**config.mk**
```make
export PLATFORM = sky130hd
export DESIGN_NAME = wb_stage_flat
export DESIGN_NICKNAME = d
export VERILOG_FILES = /design/src/rtl/wb_stage_pkg.sv /design/src/rtl/wb_stage_if.sv /design/src/rtl/wb_stage_load_extend.sv /design/src/rtl/wb_stage.sv /design/src/flat_wrapper.sv
export SDC_FILE = /design/constraint.sdc
export NUM_CORES = 1
export LEC_CHECK = 0
export CAP_MARGIN = 15
export CORE_MARGIN = 5
export CORE_UTILIZATION = 43
export DETAILED_ROUTE_END_ITERATION = 7
export GPL_TIMING_DRIVEN = 1
export PLACE_DENSITY = 0.85
export SLEW_MARGIN = 20
export SYNTH_ARGS = -nofsm -noshare
export SYNTH_HDL_FRONTEND = slang
export SYNTH_SLANG_ARGS = --single-unit
```
**constraint.sdc**
```tcl
create_clock -name Clk -period 3.15 [get_ports Clk]
set_input_delay 0.315 -clock Clk [delete_from_list [all_inputs] [get_ports Clk]]
set_output_delay 0.315 -clock Clk [all_outputs]
set_load 0.05 [all_outputs]
```
**src/rtl/wb_stage_pkg.sv**
```systemverilog
// Shared types and constants for the MIPS writeback stage.
package wb_stage_pkg;

  localparam int unsigned DATA_W_DEF = 32;
  localparam int unsigned REG_W      = 5;
  localparam int unsigned LT_W       = 3;

  localparam logic [REG_W-1:0] REG_LINK = 5'd31;
  localparam logic [REG_W-1:0] REG_ZERO = 5'd0;

  typedef enum logic [LT_W-1:0] {
    LT_LW  = 3'd0,
    LT_LB  = 3'd1,
    LT_LBU = 3'd2,
    LT_LH  = 3'd3,
    LT_LHU = 3'd4
  } load_type_e;

  typedef enum logic [1:0] {
    S_IDLE     = 2'd0,
    S_WAIT_MEM = 2'd1,
    S_COMMIT   = 2'd2,
    S_DRAIN    = 2'd3
  } state_e;

  // Control fields of one retiring instruction, held while its load is outstanding.
  typedef struct packed {
    logic [REG_W-1:0] reg_dst;
    logic             reg_write;
    logic             link;
    logic [LT_W-1:0]  load_type;
    logic [1:0]       byte_off;
  } wb_ctrl_t;

endpackage

```
**src/rtl/wb_stage_if.sv**
```systemverilog
// MEM-to-WB handshake, load-data return and register-file write port bundle.
interface wb_stage_if
  import wb_stage_pkg::*;
#(
  parameter int unsigned DATA_W = DATA_W_DEF
);

  logic              in_valid;
  logic              in_ready;
  logic [REG_W-1:0]  in_regDst;
  logic              in_regWrite;
  logic              in_memToReg;
  logic              in_link;
  logic [LT_W-1:0]   in_loadType;
  logic [1:0]        in_byteOff;
  logic [DATA_W-1:0] in_aluResult;
  logic [DATA_W-1:0] in_pc;
  logic              flush;
  logic              mem_rvalid;
  logic [DATA_W-1:0] mem_rdata;

  logic [REG_W-1:0]  writeReg;
  logic [DATA_W-1:0] writeData;
  logic [DATA_W-1:0] writeLink;
  logic              regWrite;
  logic              link;
  logic              fwd_valid;
  logic [REG_W-1:0]  fwd_reg;
  logic [DATA_W-1:0] fwd_data;

  modport master (
    output in_valid, in_regDst, in_regWrite, in_memToReg, in_link, in_loadType,
           in_byteOff, in_aluResult, in_pc, flush, mem_rvalid, mem_rdata,
    input  in_ready, writeReg, writeData, writeLink, regWrite, link,
           fwd_valid, fwd_reg, fwd_data
  );

  modport slave (
    input  in_valid, in_regDst, in_regWrite, in_memToReg, in_link, in_loadType,
           in_byteOff, in_aluResult, in_pc, flush, mem_rvalid, mem_rdata,
    output in_ready, writeReg, writeData, writeLink, regWrite, link,
           fwd_valid, fwd_reg, fwd_data
  );

endinterface

```
**src/rtl/wb_stage_load_extend.sv**
```systemverilog
// Little-endian byte/half selection and sign/zero extension of raw load data.
module wb_stage_load_extend
  import wb_stage_pkg::*;
#(
  parameter int unsigned DATA_W = DATA_W_DEF
) (
  input  logic [LT_W-1:0]   i_load_type,
  input  logic [1:0]        i_byte_off,
  input  logic [DATA_W-1:0] i_rdata,
  output logic [DATA_W-1:0] o_data_c
);

  logic [7:0]  w_byte;
  logic [15:0] w_half;

  // Unlisted load types fall through to a full-word load.
  always_comb begin
    w_byte   = 8'(i_rdata >> {i_byte_off, 3'b000});
    w_half   = 16'(i_rdata >> {i_byte_off[1], 4'b0000});
    o_data_c = i_rdata;
    case (i_load_type)
      LT_LB:   o_data_c = {{(DATA_W-8){w_byte[7]}}, w_byte};
      LT_LBU:  o_data_c = {{(DATA_W-8){1'b0}}, w_byte};
      LT_LH:   o_data_c = {{(DATA_W-16){w_half[15]}}, w_half};
      LT_LHU:  o_data_c = {{(DATA_W-16){1'b0}}, w_half};
      default: o_data_c = i_rdata;
    endcase
  end

endmodule

```
**src/rtl/wb_stage.sv**
```systemverilog
// MIPS writeback stage: accepts retiring instructions, waits for load data, drives the RF write port.
// Optional retire/flush counters are built when WB_RETIRE_CNT_EN is defined.
module wb_stage
  import wb_stage_pkg::*;
#(
  parameter int unsigned DATA_W      = DATA_W_DEF,
  parameter int unsigned LINK_OFFSET = 8
) (
  input  logic        Clk,
  input  logic        reset,
  wb_stage_if.slave   bus
`ifdef WB_RETIRE_CNT_EN
  ,
  output logic [31:0] retire_cnt,
  output logic [15:0] flush_cnt
`endif
);

  state_e            r_state, w_state_nxt;
  wb_ctrl_t          r_ctrl, w_ctrl_nxt;
  logic [DATA_W-1:0] r_pc, w_pc_nxt;

  logic [REG_W-1:0]  r_write_reg, w_write_reg_nxt;
  logic [DATA_W-1:0] r_write_data, w_write_data_nxt;
  logic [DATA_W-1:0] r_write_link, w_write_link_nxt;
  logic              r_reg_write, w_reg_write_nxt;
  logic              r_link, w_link_nxt;

  logic              w_ready;
  logic              w_accept;
  logic              w_commit;
  wb_ctrl_t          w_in_ctrl;
  wb_ctrl_t          w_src_ctrl;
  logic [DATA_W-1:0] w_src_data;
  logic [DATA_W-1:0] w_src_pc;
  logic [REG_W-1:0]  w_eff_reg;
  logic [DATA_W-1:0] w_ext_data;

  // Ready is forced low while reset is held so every output reads 0 during reset.
  assign w_ready  = reset & ((r_state == S_IDLE) | (r_state == S_COMMIT));
  assign w_accept = bus.in_valid & w_ready & ~bus.flush;

  assign w_in_ctrl = '{
    reg_dst:   bus.in_regDst,
    reg_write: bus.in_regWrite,
    link:      bus.in_link,
    load_type: bus.in_loadType,
    byte_off:  bus.in_byteOff
  };

  wb_stage_load_extend #(
    .DATA_W (DATA_W)
  ) u_load_extend (
    .i_load_type (r_ctrl.load_type),
    .i_byte_off  (r_ctrl.byte_off),
    .i_rdata     (bus.mem_rdata),
    .o_data_c    (w_ext_data)
  );

  always_ff @(posedge Clk or negedge reset) begin
    if (!reset) begin
      r_state      <= S_IDLE;
      r_ctrl       <= '0;
      r_pc         <= '0;
      r_write_reg  <= '0;
      r_write_data <= '0;
      r_write_link <= '0;
      r_reg_write  <= 1'b0;
      r_link       <= 1'b0;
    end else begin
      r_state      <= w_state_nxt;
      r_ctrl       <= w_ctrl_nxt;
      r_pc         <= w_pc_nxt;
      r_write_reg  <= w_write_reg_nxt;
      r_write_data <= w_write_data_nxt;
      r_write_link <= w_write_link_nxt;
      r_reg_write  <= w_reg_write_nxt;
      r_link       <= w_link_nxt;
    end
  end

  always_comb begin
    w_state_nxt      = r_state;
    w_ctrl_nxt       = r_ctrl;
    w_pc_nxt         = r_pc;
    w_commit         = 1'b0;
    w_src_ctrl       = r_ctrl;
    w_src_data       = w_ext_data;
    w_src_pc         = r_pc;
    w_eff_reg        = REG_ZERO;
    w_write_reg_nxt  = r_write_reg;
    w_write_data_nxt = r_write_data;
    w_write_link_nxt = r_write_link;
    w_reg_write_nxt  = 1'b0;
    w_link_nxt       = 1'b0;

    case (r_state)
      S_IDLE, S_COMMIT: begin
        w_state_nxt = S_IDLE;
        if (w_accept) begin
          if (bus.in_memToReg) begin
            w_state_nxt = S_WAIT_MEM;
            w_ctrl_nxt  = w_in_ctrl;
            w_pc_nxt    = bus.in_pc;
          end else begin
            w_state_nxt = S_COMMIT;
            w_commit    = 1'b1;
            w_src_ctrl  = w_in_ctrl;
            w_src_data  = bus.in_aluResult;
            w_src_pc    = bus.in_pc;
          end
        end
      end
      // A flush coinciding with the data return retires nothing and skips DRAIN.
      S_WAIT_MEM: begin
        if (bus.flush) begin
          w_state_nxt = bus.mem_rvalid ? S_IDLE : S_DRAIN;
        end else if (bus.mem_rvalid) begin
          w_state_nxt = S_COMMIT;
          w_commit    = 1'b1;
        end
      end
      S_DRAIN: begin
        if (bus.mem_rvalid) w_state_nxt = S_IDLE;
      end
      default: w_state_nxt = S_IDLE;
    endcase

    // Load the RF port; writes aimed at $0 keep address/data but drop the enable.
    if (w_commit) begin
      w_eff_reg        = w_src_ctrl.link ? REG_LINK : w_src_ctrl.reg_dst;
      w_write_reg_nxt  = w_eff_reg;
      w_write_data_nxt = w_src_data;
      w_write_link_nxt = w_src_pc + DATA_W'(LINK_OFFSET);
      w_reg_write_nxt  = (w_src_ctrl.reg_write | w_src_ctrl.link) & (w_eff_reg != REG_ZERO);
      w_link_nxt       = w_src_ctrl.link;
    end
  end

  assign bus.in_ready  = w_ready;
  assign bus.writeReg  = r_write_reg;
  assign bus.writeData = r_write_data;
  assign bus.writeLink = r_write_link;
  assign bus.regWrite  = r_reg_write;
  assign bus.link      = r_link;
  assign bus.fwd_valid = r_reg_write;
  assign bus.fwd_reg   = r_write_reg;
  assign bus.fwd_data  = r_link ? r_write_link : r_write_data;

`ifdef WB_RETIRE_CNT_EN
  logic [31:0] r_retire_cnt;
  logic [15:0] r_flush_cnt;

  // Retire count wraps; flush count saturates and only sees flushes of a pending load.
  always_ff @(posedge Clk or negedge reset) begin
    if (!reset) begin
      r_retire_cnt <= '0;
      r_flush_cnt  <= '0;
    end else begin
      if (r_state == S_COMMIT) r_retire_cnt <= r_retire_cnt + 32'd1;
      if ((r_state == S_WAIT_MEM) && bus.flush && (r_flush_cnt != 16'hFFFF))
        r_flush_cnt <= r_flush_cnt + 16'd1;
    end
  end

  assign retire_cnt = r_retire_cnt;
  assign flush_cnt  = r_flush_cnt;
`endif

endmodule

```
**src/flat_wrapper.sv**
```systemverilog
// flat-port wrapper written by rule: the top's interface ports become plain ports
module wb_stage_flat import wb_stage_pkg::*;
#(
  parameter int unsigned DATA_W      = DATA_W_DEF,
  parameter int unsigned LINK_OFFSET = 8
)
  (Clk, reset, bus_in_valid, bus_in_regDst, bus_in_regWrite, bus_in_memToReg, bus_in_link, bus_in_loadType, bus_in_byteOff, bus_in_aluResult, bus_in_pc, bus_flush, bus_mem_rvalid, bus_mem_rdata, bus_in_ready, bus_writeReg, bus_writeData, bus_writeLink, bus_regWrite, bus_link, bus_fwd_valid, bus_fwd_reg, bus_fwd_data);
  wb_stage_if #(.DATA_W(DATA_W)) bus_i ();
  input  logic Clk;
  input  logic reset;
  input wire logic [$bits(bus_i.in_valid)-1:0] bus_in_valid;
  input wire logic [$bits(bus_i.in_regDst)-1:0] bus_in_regDst;
  input wire logic [$bits(bus_i.in_regWrite)-1:0] bus_in_regWrite;
  input wire logic [$bits(bus_i.in_memToReg)-1:0] bus_in_memToReg;
  input wire logic [$bits(bus_i.in_link)-1:0] bus_in_link;
  input wire logic [$bits(bus_i.in_loadType)-1:0] bus_in_loadType;
  input wire logic [$bits(bus_i.in_byteOff)-1:0] bus_in_byteOff;
  input wire logic [$bits(bus_i.in_aluResult)-1:0] bus_in_aluResult;
  input wire logic [$bits(bus_i.in_pc)-1:0] bus_in_pc;
  input wire logic [$bits(bus_i.flush)-1:0] bus_flush;
  input wire logic [$bits(bus_i.mem_rvalid)-1:0] bus_mem_rvalid;
  input wire logic [$bits(bus_i.mem_rdata)-1:0] bus_mem_rdata;
  output wire logic [$bits(bus_i.in_ready)-1:0] bus_in_ready;
  output wire logic [$bits(bus_i.writeReg)-1:0] bus_writeReg;
  output wire logic [$bits(bus_i.writeData)-1:0] bus_writeData;
  output wire logic [$bits(bus_i.writeLink)-1:0] bus_writeLink;
  output wire logic [$bits(bus_i.regWrite)-1:0] bus_regWrite;
  output wire logic [$bits(bus_i.link)-1:0] bus_link;
  output wire logic [$bits(bus_i.fwd_valid)-1:0] bus_fwd_valid;
  output wire logic [$bits(bus_i.fwd_reg)-1:0] bus_fwd_reg;
  output wire logic [$bits(bus_i.fwd_data)-1:0] bus_fwd_data;
  assign bus_i.in_valid = bus_in_valid;
  assign bus_i.in_regDst = bus_in_regDst;
  assign bus_i.in_regWrite = bus_in_regWrite;
  assign bus_i.in_memToReg = bus_in_memToReg;
  assign bus_i.in_link = bus_in_link;
  assign bus_i.in_loadType = bus_in_loadType;
  assign bus_i.in_byteOff = bus_in_byteOff;
  assign bus_i.in_aluResult = bus_in_aluResult;
  assign bus_i.in_pc = bus_in_pc;
  assign bus_i.flush = bus_flush;
  assign bus_i.mem_rvalid = bus_mem_rvalid;
  assign bus_i.mem_rdata = bus_mem_rdata;
  assign bus_in_ready = bus_i.in_ready;
  assign bus_writeReg = bus_i.writeReg;
  assign bus_writeData = bus_i.writeData;
  assign bus_writeLink = bus_i.writeLink;
  assign bus_regWrite = bus_i.regWrite;
  assign bus_link = bus_i.link;
  assign bus_fwd_valid = bus_i.fwd_valid;
  assign bus_fwd_reg = bus_i.fwd_reg;
  assign bus_fwd_data = bus_i.fwd_data;
  wb_stage #(.DATA_W(DATA_W), .LINK_OFFSET(LINK_OFFSET)) u_core (.Clk(Clk), .reset(reset), .bus(bus_i));
endmodule
```
[After elaboration in Yosys (flattened, before gate mapping)]
Cells that the tools add are included.
Widths: inputs -> output; s select.
Word-level totals
  output and inout port bits: 110
  bits in registers: 117
  logic and storage cells: 62
Operators by class
  bitwise gates (word level): 7
  add/sub/neg operators: 1
  muxes and demuxes: 26
  reduce and logical (&&, ||, !) cells: 5
  shifts and indexed selects: 2
  equal/unequal tests: 9
Operators by type and width (count)
  $mux 32: 7
  $pmux 32 s4: 1
  $mux 12: 3
  $add 32x4->32 const B: 1
  $shr 32x5->16: 1
  $shr 32x5->8: 1
  $mux 2: 6
  $eq 3x2->1 const B: 2
  $mux 1: 6
  $pmux 2 s3: 1
  $mux 5: 1
  $reduce_bool 5->1: 1
  $and 1x1->1: 4
  $eq 2x2->1 const B: 2
  $eq 3x1->1 const B: 1
  $eq 3x3->1 const B: 1
  $ne 3x3->1 const B: 1
  $reduce_and 3->1: 1
  $eq 2x1->1 const B: 1
  $logic_not 2->1: 1
  $ne 2x2->1 const B: 1
  $or 1x1->1: 2
  $pmux 1 s2: 1
  $reduce_and 2->1: 1
  2 further kinds: 2

[Logic depth before layout (Yosys ltp)]
Gate-level depths: netlist of run 1.
  depth after elaboration: 11
  mapped depth: 16
  depth with buffers taken out: 11

[Cells and area by module]
From an unflattened synthesis of run 1, not the netlist that was laid out.
Second synthesis, totals
  cell total of the unflattened synthesis: 792
  area, all modules: 7313.3 µm²
By module, submodules not included
  wb_stage: cells each 667, instances 1, seq. area each 2927.8 µm², area an instance 6388.6 µm²
  wb_stage_load_extend: cells each 125, instances 1, seq. area each 0.0 µm², area an instance 924.6 µm²

[Worst setup path after synthesis of run 1]
OpenSTA, ideal clock, no wires.
  path type: input to register
  from: input bus_in_memToReg
  to: register u_core.r_write_link[31], in the netlist u_core.bus.writeLink[31]
  path slack: -0.130 ns
  setup time: 0.127 ns
  required time: 3.023 ns
  stages on the path: 15
  arrival time: 3.153 ns
  cells stage by stage: clkbuf_1 -> inv_1 -> nand2_1 -> buf_2 -> clkbuf_1 -> clkbuf_1 -> nand2_1 -> nand2_1 -> ha_1 -> nand3_1 -> nor3_1 -> nor2_2 -> nor4_4 -> nand2_1 -> mux2_1
On the way
  word-level cells in the longest chain between the ends: 4
Ends and longest elaborated chain
  from (decl): line flat_wrapper.sv:14  | input wire logic [$bits(bus_i.in_memToReg)-1:0] bus_in_memToReg;
  $mux 32: line wb_stage.sv:101  | if (bus.in_memToReg) begin
  $mux 32: line wb_stage.sv:100  | if (w_accept) begin
  $mux 32: line wb_stage.sv:97  | case (r_state)
  $add 32x4->32: line wb_stage.sv:134  | w_write_link_nxt = w_src_pc + DATA_W'(LINK_OFFSET);
  to (signal assigned): line wb_stage.sv:76  | r_write_link <= w_write_link_nxt;
  to (decl): line wb_stage.sv:25  | logic [DATA_W-1:0] r_write_link, w_write_link_nxt;
Several ways; a longest one is shown, not always the timed one.
A chain may end at the register's enable or synchronous reset.

[Worst setup path after layout of run 1]
  from: input reset
  to: register u_core.r_write_link[31], in the netlist u_core.bus.writeLink[31]
On the way
  word-level cells in the longest chain between the ends: 6
Ends and longest elaborated chain
  from (decl): line flat_wrapper.sv:10  | input logic reset;
  $and 1x1->1 *: line wb_stage.sv:40  | assign w_ready = reset & ((r_state == S_IDLE) | (r_state == S_COMMIT));
  $and 1x1->1 * (2 in series): line wb_stage.sv:41  | assign w_accept = bus.in_valid & w_ready & ~bus.flush;
  $mux 32: line wb_stage.sv:100
  $mux 32: line wb_stage.sv:97
  $add 32x4->32: line wb_stage.sv:134
Every way passes the cells marked *; elsewhere a longest branch is shown, timed or not.

==> flow_summary.json, run 1 <==
{
  "status": "complete, no violations",
  "fp.dieW_um": 140,
  "stdcell_count": 1246,
  "antenna_cells": 0,
  "synth_top_area_share": 0.401,
  "fmaxAchievable_ghz": 0.342,
  "fin_util": 0.624,
  "relSlewSlack": 0.510,
  "drtIter0Drc": 867,
  "power_density_nw_per_um2": 807,
  "layout.nets": 1128,
  "ys.flop_type": "dfrtp_1",
  "dr.pass1.iters": 5,
  "io_pins": 224,
  "grt_max_degree": 79,
  "cts_tree": "yes",
  "die_h_um": 140,
  "port-buffer-count": 223,
  "routedWlPerCell_um": 22.0,
  "post_synth.cell_area_avg_um2": 9.18,
  "endpoint_kind": "flop",
  "tns_ns": 0,
  "cap_violations": 0,
  "die_area_um2": 19700,
  "holdCritPathClass": "input pin to asynchronous set/reset pin",
  "grt_first_pass_wirelength_um": 42300,
  "area_growth_pct": 42.2,
  "clock_sinks": 117,
  "syn-num-nets": 910,
  "fillCellCount": 1372,
  "drc": 0,
  "synth-seq-area-share": 0.401,
  "ys_types": 67,
  "cts_root_buf": "clkbuf_16",
  "design.core.area_um2": 16600,
  "p_leak_nw": 4.15,
  "htreeDepth": 4,
  "async_flop_share": 1.00,
  "cp.required_ns": 3.45,
  "viasPerCell": 6.00,
  "grt.total_usage": 0.274,
  "cts_inserted_buffers": 17,
  "crit_fanout": 9,
  "yosysTopAreaCell": "dfrtp_1",
  "final_common_cell": "clkdlybuf4s50_1",
  "tightest_slew_ns": 0.735,
  "finalSetupViolCount": 0,
  "insertion_delay_ns": 0.42,
  "synth_warnings": 0,
  "cts_buffer_depth": 2,
  "syn_area_um2": 7300,
  "routabilityCongestion": 0.979,
  "synth_edf_count": 0,
  "num_rows": 47,
  "via_count": 7474,
  "drtAntennaViolNets": 0,
  "layout-drive-gt1-share": 0.179,
  "yosys_register_bits": 117,
  "critical_path_class": "input pin to flop",
  "grt_setup_unrepaired": "no",
  "dp.final_hpwl_um": 20500,
  "max-vdd-ir-drop_mv": 0.442,
  "start_util": 0.439,
  "power_w": 0.00838,
  "min_period_over_period": 0.929,
  "period_needed_ns": 2.93,
  "finalWirelength_um": 27400,
  "reg2reg_depth": 11,
  "grt.overflow.total": 0,
  "hold_viol": 0,
  "worstPathArrival_ns": 3.23,
  "startpoint_type": "input pin",
  "place_inst": 1213,
  "layout_common_cells": "clkdlybuf4s50_1, dfrtp_1, nand2_1",
  "clk_pin_slew_ns": 0.05,
  "grt_antenna_before_repair": 0,
  "grt_pass1_vias": 7219,
  "synthTopCellsByArea": "dfrtp_1, mux2_2, o21ai_0",
  "drv_slew": 0,
  "postSynthCellCount": 795,
  "skew_ns": 0.00584
}
Yosys cell counts (all sizes together), types with 21 or more instances:
cell,count
dfrtp,117
nand2,93
o21ai,83
mux2,79
nor2,47
a21oi,39
clkbuf,34
buf,26
nand3,22
nor3,22
xnor2,21
final timing paths:
check	startpoint	to	slack, ns
worst max-delay path	reset	u_core.bus.writeLink[31]$_DFFE_PN0P_	0.22
worst min-delay path	reset	u_core.bus.writeLink[16]$_DFFE_PN0P_	0.33
worst max register to register	u_core.r_state[0]$_DFFE_PN0P_	u_core.bus.writeLink[31]$_DFFE_PN0P_	0.43
worst min register to register	u_core.bus.writeLink[2]$_DFFE_PN0P_	u_core.bus.writeLink[2]$_DFFE_PN0P_	0.50
max in group asynchronous	reset	u_core.bus.writeData[13]$_DFFE_PN0P_	1.39
min in group Clk	bus_in_aluResult[24]	u_core.bus.writeData[24]$_DFFE_PN0P_	0.45
critical path, stage by stage:
cell           delay [ns]
dlygate4sd3_1        0.58
buf_4                0.19
nor4bb_1             0.15
buf_4                0.19
nand2_2              0.11
nand2_1              0.06
nand2_1              0.10
ha_1                 0.24
nand3_1              0.09
a21oi_1              0.37
nor2_4               0.13
nor4_4               0.30
nand2_1              0.09
mux2_1               0.32
cell type report:
type                    instances  area, um2  area share
clock buffers                  23        478      0.0460
clock inverters                 9        101     0.00976
multi-input cells             605       4090       0.393
repair buffers                259       2470       0.238
flip-flops and latches        117       2930       0.282
well taps                     220        275      0.0265
inverters                      13       48.8     0.00470
logic make-up after synthesis:
logic type / after synthesis / synth area share
flops: 117 / 0.401
xor+xnor: 31 / 0.0372
buf+inv: 73 / 0.0437
compound gates: 228 / 0.202
fa+ha+maj: 1 / 0.00171
simple gates: 255 / 0.174
mux: 90 / 0.140
what timing repair did:
action	4_1_cts	5_1_grt
hold buffers	1	0
resized for setup	0	1
endpoints found under the hold margin	2	0
buffers inserted	0	0
endpoints found under the setup margin	0	2
metal layers:
| layer | up-vias | track usage | routed length, um |
|---|---|---|---|
| met1 | 3587 | 0.373 | 11400 |
| li1 | 3376 | - | - |
| met3 | 59 | 0.0569 | 2480 |
| met4 | 0 | 0.0908 | 691 |
| met2 | 452 | 0.437 | 12800 |
| met5 | - | 0 | 0 |
per-stage QoR:
| step | cell area (um2) | hold slack (ns) | setup WS [ns] |
|---|---|---|---|
| global placement | 9790 | 0.140 | 0.122 |
| CTS | 10400 | 0.315 | 0.159 |
| global route | 10400 | 0.307 | 0.0556 |
| detailed placement | 9790 | 0.139 | 0.00104 |
| finish | 10400 | 0.325 | 0.222 |
| floorplan | 7310 | 0.0194 | 0.0111 |
report_power, final:
group / switching, W / internal, W / leakage [nW]
clock network: 0.000687 / 0.00122 / 0.287
logic: 0.00255 / 0.00146 / 2.45
registers: 0.000540 / 0.00192 / 1.41
total: 0.00378 / 0.00460 / 4.15
No activity file was read; power rests on OpenSTA's default activity.
==> inputs of run 2 (changes only) <==
- MAX_ROUTING_LAYER: default -> met4
- SYNTH_HIERARCHICAL: default -> 1
==> run 2 against run 1 <==
Routed wire length shrank 5.1%. Clock-buffer cell count shrank 2. Total power grew 2.7%. Via count shrank 4.8%. Final cell count shrank 1.1%. Cell area shrank 0.62%. Clock skew grew 0.0023 ns. Worst setup slack gained 0.090 ns. Critical path depth shrank 9. Utilization shrank 0.38 points. Critical path type is now input pin to output port. Largest cell class unchanged. Highest routed layer unchanged.
==> flow_summary.json, run 2 <==
{
  "layout-drive-gt1-share": 0.156,
  "cpMostUsedCell": "buf_4",
  "cts_root_buf": "clkbuf_16",
  "drc": 0,
  "hold_viol": 0,
  "syn_area_um2": 7310,
  "reg2reg_depth": 11,
  "antenna_cells": 0,
  "drtIter0Drc": 771,
  "cts_tree": "yes",
  "synth_common_cells": "nand2_1, dfrtp_1, mux2_2",
  "post_synth.cell_area_avg_um2": 9.23,
  "layout.nets": 1114,
  "power_density_nw_per_um2": 834,
  "routabilityCongestion": 1.03,
  "grt_antenna_before_repair": 0,
  "syn-num-nets": 907,
  "start_util": 0.439,
  "status": "complete, no violations",
  "cts_resized": 0,
  "cap_violations": 0,
  "worst_path_max_delay_cell": "clkdlybuf4s50_1",
  "ys.flop_type": "dfrtp_1",
  "synthTopCellsByArea": "dfrtp_1, mux2_2, nand2_1",
  "startpoint_type": "input pin",
  "tns_ns": 0,
  "holdCritPathClass": "input pin to asynchronous set/reset pin",
  "area_growth_pct": 41.1,
  "viasPerCell": 5.77,
  "grt_setup_unrepaired": "no",
  "p_leak_nw": 4.37,
  "grt_pass1_vias": 6945,
  "dp.final_hpwl_um": 19200,
  "period_needed_ns": 2.84,
  "ys_types": 61,
  "port-buffer-count": 223,
  "num_rows": 47,
  "clk_pin_slew_ns": 0.05,
  "grt_max_degree": 68,
  "critical_path_class": "input pin to output port",
  "skew_ns": 0.00809,
  "fillCellCount": 1377,
  "io_pins": 224,
  "max_stage_delay_ns": 0.82,
  "regToRegSetupSlack_ns": 0.56,
  "cts_buffer_depth": 2,
  "synth_top_area_share": 0.400,
  "drv_slew": 0,
  "htreeDepth": 4,
  "die_area_um2": 19700,
  "yosysTopAreaCell": "dfrtp_1",
  "synth_edf_count": 0,
  "tightest_slew_ns": 0.931,
  "via_count": 7113,
  "worstPathArrival_ns": 2.52,
  "routedWlPerCell_um": 21.1,
  "insertion_delay_ns": 0.41,
  "design.core.area_um2": 16600,
  "regToRegEndpoint": "u_core/bus.writeLink[15]$_DFFE_PN0P_",
  "relSlewSlack": 0.377,
  "dr.pass1.iters": 5,
  "fp.dieW_um": 140,
  "crit_fanout": 46,
  "grt.overflow.total": 0,
  "min_period_over_period": 0.901,
  "cp_cell_sequence": "dlygate4sd3_1, buf_4, buf_4, nor2b_1, clkdlybuf4s50_1",
  "cts_setup_buffers": 0,
  "finalWirelength_um": 26000,
  "synth-seq-area-share": 0.400,
  "r2r-start": "u_core/r_state[0]$_DFFE_PN0P_",
  "layout_common_cells": "clkdlybuf4s50_1, nand2_1, dfrtp_1",
  "endpoint_kind": "output port",
  "finalSetupViolCount": 0,
  "grt.total_usage": 0.268,
  "postSynthCellCount": 792,
  "final_common_cell": "clkdlybuf4s50_1",
  "clock_sinks": 117,
  "async_flop_share": 1.00,
  "drtAntennaViolNets": 0,
  "die_h_um": 140,
  "power_w": 0.00861,
  "max-vdd-ir-drop_mv": 0.472,
  "cp.required_ns": 2.83,
  "grt_first_pass_wirelength_um": 40700,
  "cts_inserted_buffers": 17,
  "synth_warnings": 6,
  "yosys_register_bits": 117,
  "fmaxAchievable_ghz": 0.352,
  "synth_most_common_cell": "nand2_1"
}
-- run 2: routing by layer --
metal	track usage	up-vias	wire, um
li1	-	3273	-
met1	0.362	3456	11200
met2	0.425	349	12700
met3	0.0378	35	1630
met4	0.0765	0	484
met5	-	-	0
-- run 2: power by group --
part	internal (W)	switching, W	total (W)	leakage (nW)
logic	0.00158	0.00262	0.00420	2.68
clock network	0.00123	0.000707	0.00193	0.289
registers	0.00193	0.000537	0.00247	1.40
total	0.00474	0.00387	0.00861	4.37
-- run 2: through the flow --
stage,utilization,cells,area [um2],worst slack (ns),hold WS (ns)
floorplan,-,792,7310,0.232,0.0194
global placement,0.584,1199,9720,0.386,0.359
detailed placement,0.584,1199,9720,0.256,0.369
CTS,0.620,1232,10300,0.261,0.458
global route,0.620,1232,10300,0.182,0.475
finish,0.620,1232,10300,0.312,0.471
-- run 2: critical path, delay by kind of cell --
| kind | cells | cell delay (ns) |
|---|---|---|
| AND/OR/NAND/NOR | 1 | 0.23 |
| buffers and inverters | 4 | 1.96 |
-- run 2: how the worst max path moves through the flow --
stage                                        startpoint                                   end  slack, ns
after floorplan           u_core/r_state[0]$_DFFE_PN0P_  u_core/bus.writeLink[25]$_DFFE_PN0P_       0.23
after global placement                        bus_flush  u_core/bus.writeLink[15]$_DFFE_PN0P_       0.39
after detailed placement                      bus_flush  u_core/bus.writeLink[15]$_DFFE_PN0P_       0.26
after CTS                                         reset                          bus_in_ready       0.26
after global routing                              reset                          bus_in_ready       0.18
final                                             reset                          bus_in_ready       0.31
-- run 2: cell type report --
class                   instances  area (um2)  share of cell area
clock buffers                  21         470              0.0456
clock inverters                11         125              0.0121
inverters                       9        33.8             0.00327
multi-input cells             606        4060               0.394
flip-flops and latches        117        2930               0.284
well taps                     220         275              0.0267
repair buffers                248        2420               0.235
-- run 2: cell families after synthesis --
logic type,share of synthesized area
AND/OR/NAND/NOR,0.169
AO/OA/AOI/OAI,0.172
flip-flops,0.400
multiplexers,0.170
buffers and inverters,0.0462
XOR/XNOR,0.0383
adder cells (fa/ha/maj),0.00308
-- run 2: repair_timing --
item,in CTS,in global routing
hold buffers,1,0
endpoints found under the setup margin,0,0
hold endpoints to repair,25,0
==> inputs of run 3 (changes only) <==
- ABC_AREA: default -> 1
- CORE_UTILIZATION: 43 -> 44
- GPL_ROUTABILITY_DRIVEN: default -> 0
==> run 3 against run 2 <==
Via count up 19%. Highest routed layer unchanged. Non-clock buffer count down 12. Utilization shrank 1.4 points. Flip-flop and latch count is the same. Worst setup slack gained 0.011 ns.
==> flow_summary.json, run 3 <==
{
  "skew_ns": 0.00922,
  "cts_inserted_buffers": 17,
  "place_inst": 1604,
  "grt_max_degree": 98,
  "syn-num-nets": 1322,
  "cts_tree": "yes",
  "holdCritPathClass": "input pin to asynchronous set/reset pin",
  "grt_setup_unrepaired": "no",
  "clk_pin_slew_ns": 0.05,
  "synth-seq-area-share": 0.369,
  "layout-drive-gt1-share": 0.0881,
  "finalWirelength_um": 26700,
  "hold_viol": 0,
  "num_rows": 49,
  "stdcell_count": 1636,
  "endpoint_kind": "output port",
  "grt.overflow.total": 0,
  "critical_path_class": "flop to output port",
  "insertion_delay_ns": 0.41,
  "async_flop_share": 1.00,
  "synth_top_area_share": 0.369,
  "syn_area_um2": 7940,
  "design.core.area_um2": 17800,
  "final_common_cell": "nand2_1",
  "yosys.area_share.adder": 0.00158,
  "min_period_over_period": 0.897,
  "drc": 0,
  "tightest_slew_ns": 0.921,
  "clock_sinks": 117,
  "cts_buffer_depth": 2,
  "fp.dieW_um": 144,
  "cts_resized": 0,
  "yosys.area_share.simple": 0.358,
  "synth_compound_area_frac": 0.134,
  "tns_ns": 0,
  "io_pins": 224,
  "yosys_register_bits": 117,
  "ys.flop_type": "dfrtp_1",
  "via_count": 8498,
  "max-vdd-ir-drop_mv": 0.585,
  "antenna_cells": 0,
  "synth_edf_count": 0,
  "dr.pass1.iters": 6,
  "ys_types": 38,
  "drtIter0Drc": 754,
  "die_h_um": 144,
  "cts_setup_buffers": 0,
  "crit_fanout": 37,
  "synth_most_common_cell": "nand2_1",
  "status": "complete, no violations",
  "holdWs_ns": 0.0770,
  "synth-xor-area-share": 0.00551,
  "drtAntennaViolNets": 0,
  "port-buffer-count": 223,
  "synth_common_cells": "nand2_1, inv_1, o21ai_0",
  "area_growth_pct": 36.2,
  "postSynthCellCount": 1207,
  "dp.final_hpwl_um": 19900,
  "worstPathArrival_ns": 2.51,
  "synth_top_family_by_area": "simple AND/OR/NAND/NOR gates",
  "startpoint_type": "flop",
  "start_util": 0.445,
  "synthTopCellsByArea": "dfrtp_1, nand2_1, o21ai_0",
  "die_area_um2": 20800,
  "grt_first_pass_wirelength_um": 41800,
  "drv_slew": 0,
  "htreeDepth": 4,
  "synthMuxAreaShare": 0.0113,
  "grt.total_usage": 0.263,
  "cts_hold_buf": 0,
  "cap_violations": 0,
  "cts_root_buf": "clkbuf_16",
  "fmaxAchievable_ghz": 0.354,
  "grt_pass1_vias": 7969,
  "layout_common_cells": "nand2_1, clkdlybuf4s50_1, inv_1",
  "viasPerCell": 5.19,
  "routedWlPerCell_um": 16.3,
  "yosysTopAreaCell": "dfrtp_1",
  "synth_warnings": 6,
  "post_synth.cell_area_avg_um2": 6.58,
  "cp.required_ns": 2.83,
  "finalSetupViolCount": 0,
  "period_needed_ns": 2.83,
  "layout.nets": 1509,
  "power_density_nw_per_um2": 810,
  "relSlewSlack": 0.386,
  "p_leak_nw": 5.24,
  "grt_antenna_before_repair": 0
}
## run 3: layer usage
metal / vias to the layer above / GRT usage / routed length (um)
met1: 3832 / 0.333 / 10900
met2: 435 / 0.417 / 12700
li1: 4170 / - / -
met5: - / - / 0
met3: 61 / 0.0483 / 2340
met4: 0 / 0.104 / 825
## run 3: power breakdown
| part | internal [W] | switching (W) | leakage (nW) |
|---|---|---|---|
| registers | 0.00191 | 0.000324 | 1.42 |
| logic | 0.00146 | 0.00309 | 3.53 |
| clock network | 0.00130 | 0.000681 | 0.293 |
| total | 0.00467 | 0.00410 | 5.24 |
## run 3: worst max-delay path, cell delays in order (launching register included)
cell	delay (ns)
dfrtp_2	0.80
buf_12	0.24
nand2_1	0.11
o21ai_0	0.11
clkdlybuf4s50_1	0.84
## run 3: final timing paths
| path | start | to | slack [ns] | cells past startpoint |
|---|---|---|---|---|
| min in group Clk | bus_in_pc[18] | u_core/r_pc[18]$_DFFE_PN0P_ | 0.49 | 3 |
| hold / removal | reset | u_core/r_pc[21]$_DFFE_PN0P_ | 0.08 | 2 |
| setup reg to reg | u_core/r_state[0]$_DFFE_PN0P_ | u_core/bus.writeLink[15]$_DFFE_PN0P_ | 0.88 | 14 |
| setup / recovery | u_core/bus.link$_DFF_PN0_ | bus_fwd_data[16] | 0.32 | 4 |
| max in group asynchronous | reset | u_core/bus.link$_DFF_PN0_ | 1.65 | 3 |
| hold reg to reg | u_core/r_pc[11]$_DFFE_PN0P_ | u_core/r_pc[11]$_DFFE_PN0P_ | 0.49 | 2 |
## run 3: per-stage QoR
| stage | worst slack, ns | util | cell area, um2 | power, W |
|---|---|---|---|---|
| final | 0.323 | 0.606 | 10800 | 0.00876 |
| after CTS | 0.323 | 0.606 | 10800 | 0.00879 |
| after floorplan | 0.742 | - | 7940 | 0.00523 |
| after detailed placement | 0.473 | 0.573 | 10200 | 0.00678 |
| after global routing | 0.215 | 0.606 | 10800 | 0.00921 |
| after global placement | 0.556 | 0.573 | 10200 | 0.00671 |
## run 3: kinds of logic after synthesis
logic type      count (synthesis)
fa+ha+maj                       1
mux                             8
simple gates                  652
xor+xnor                        5
buf+inv                       222
compound gates                202
flops                         117
## run 3: final cells by class
type,instances,area [um2]
Inverter,154,578
Clock buffer,23,478
Fill cell,1585,7020
Clock inverter,9,125
Tap cell,229,287
Sequential cell,117,2930
Timing Repair Buffer,236,2360
Multi-Input combinational cell,868,4060
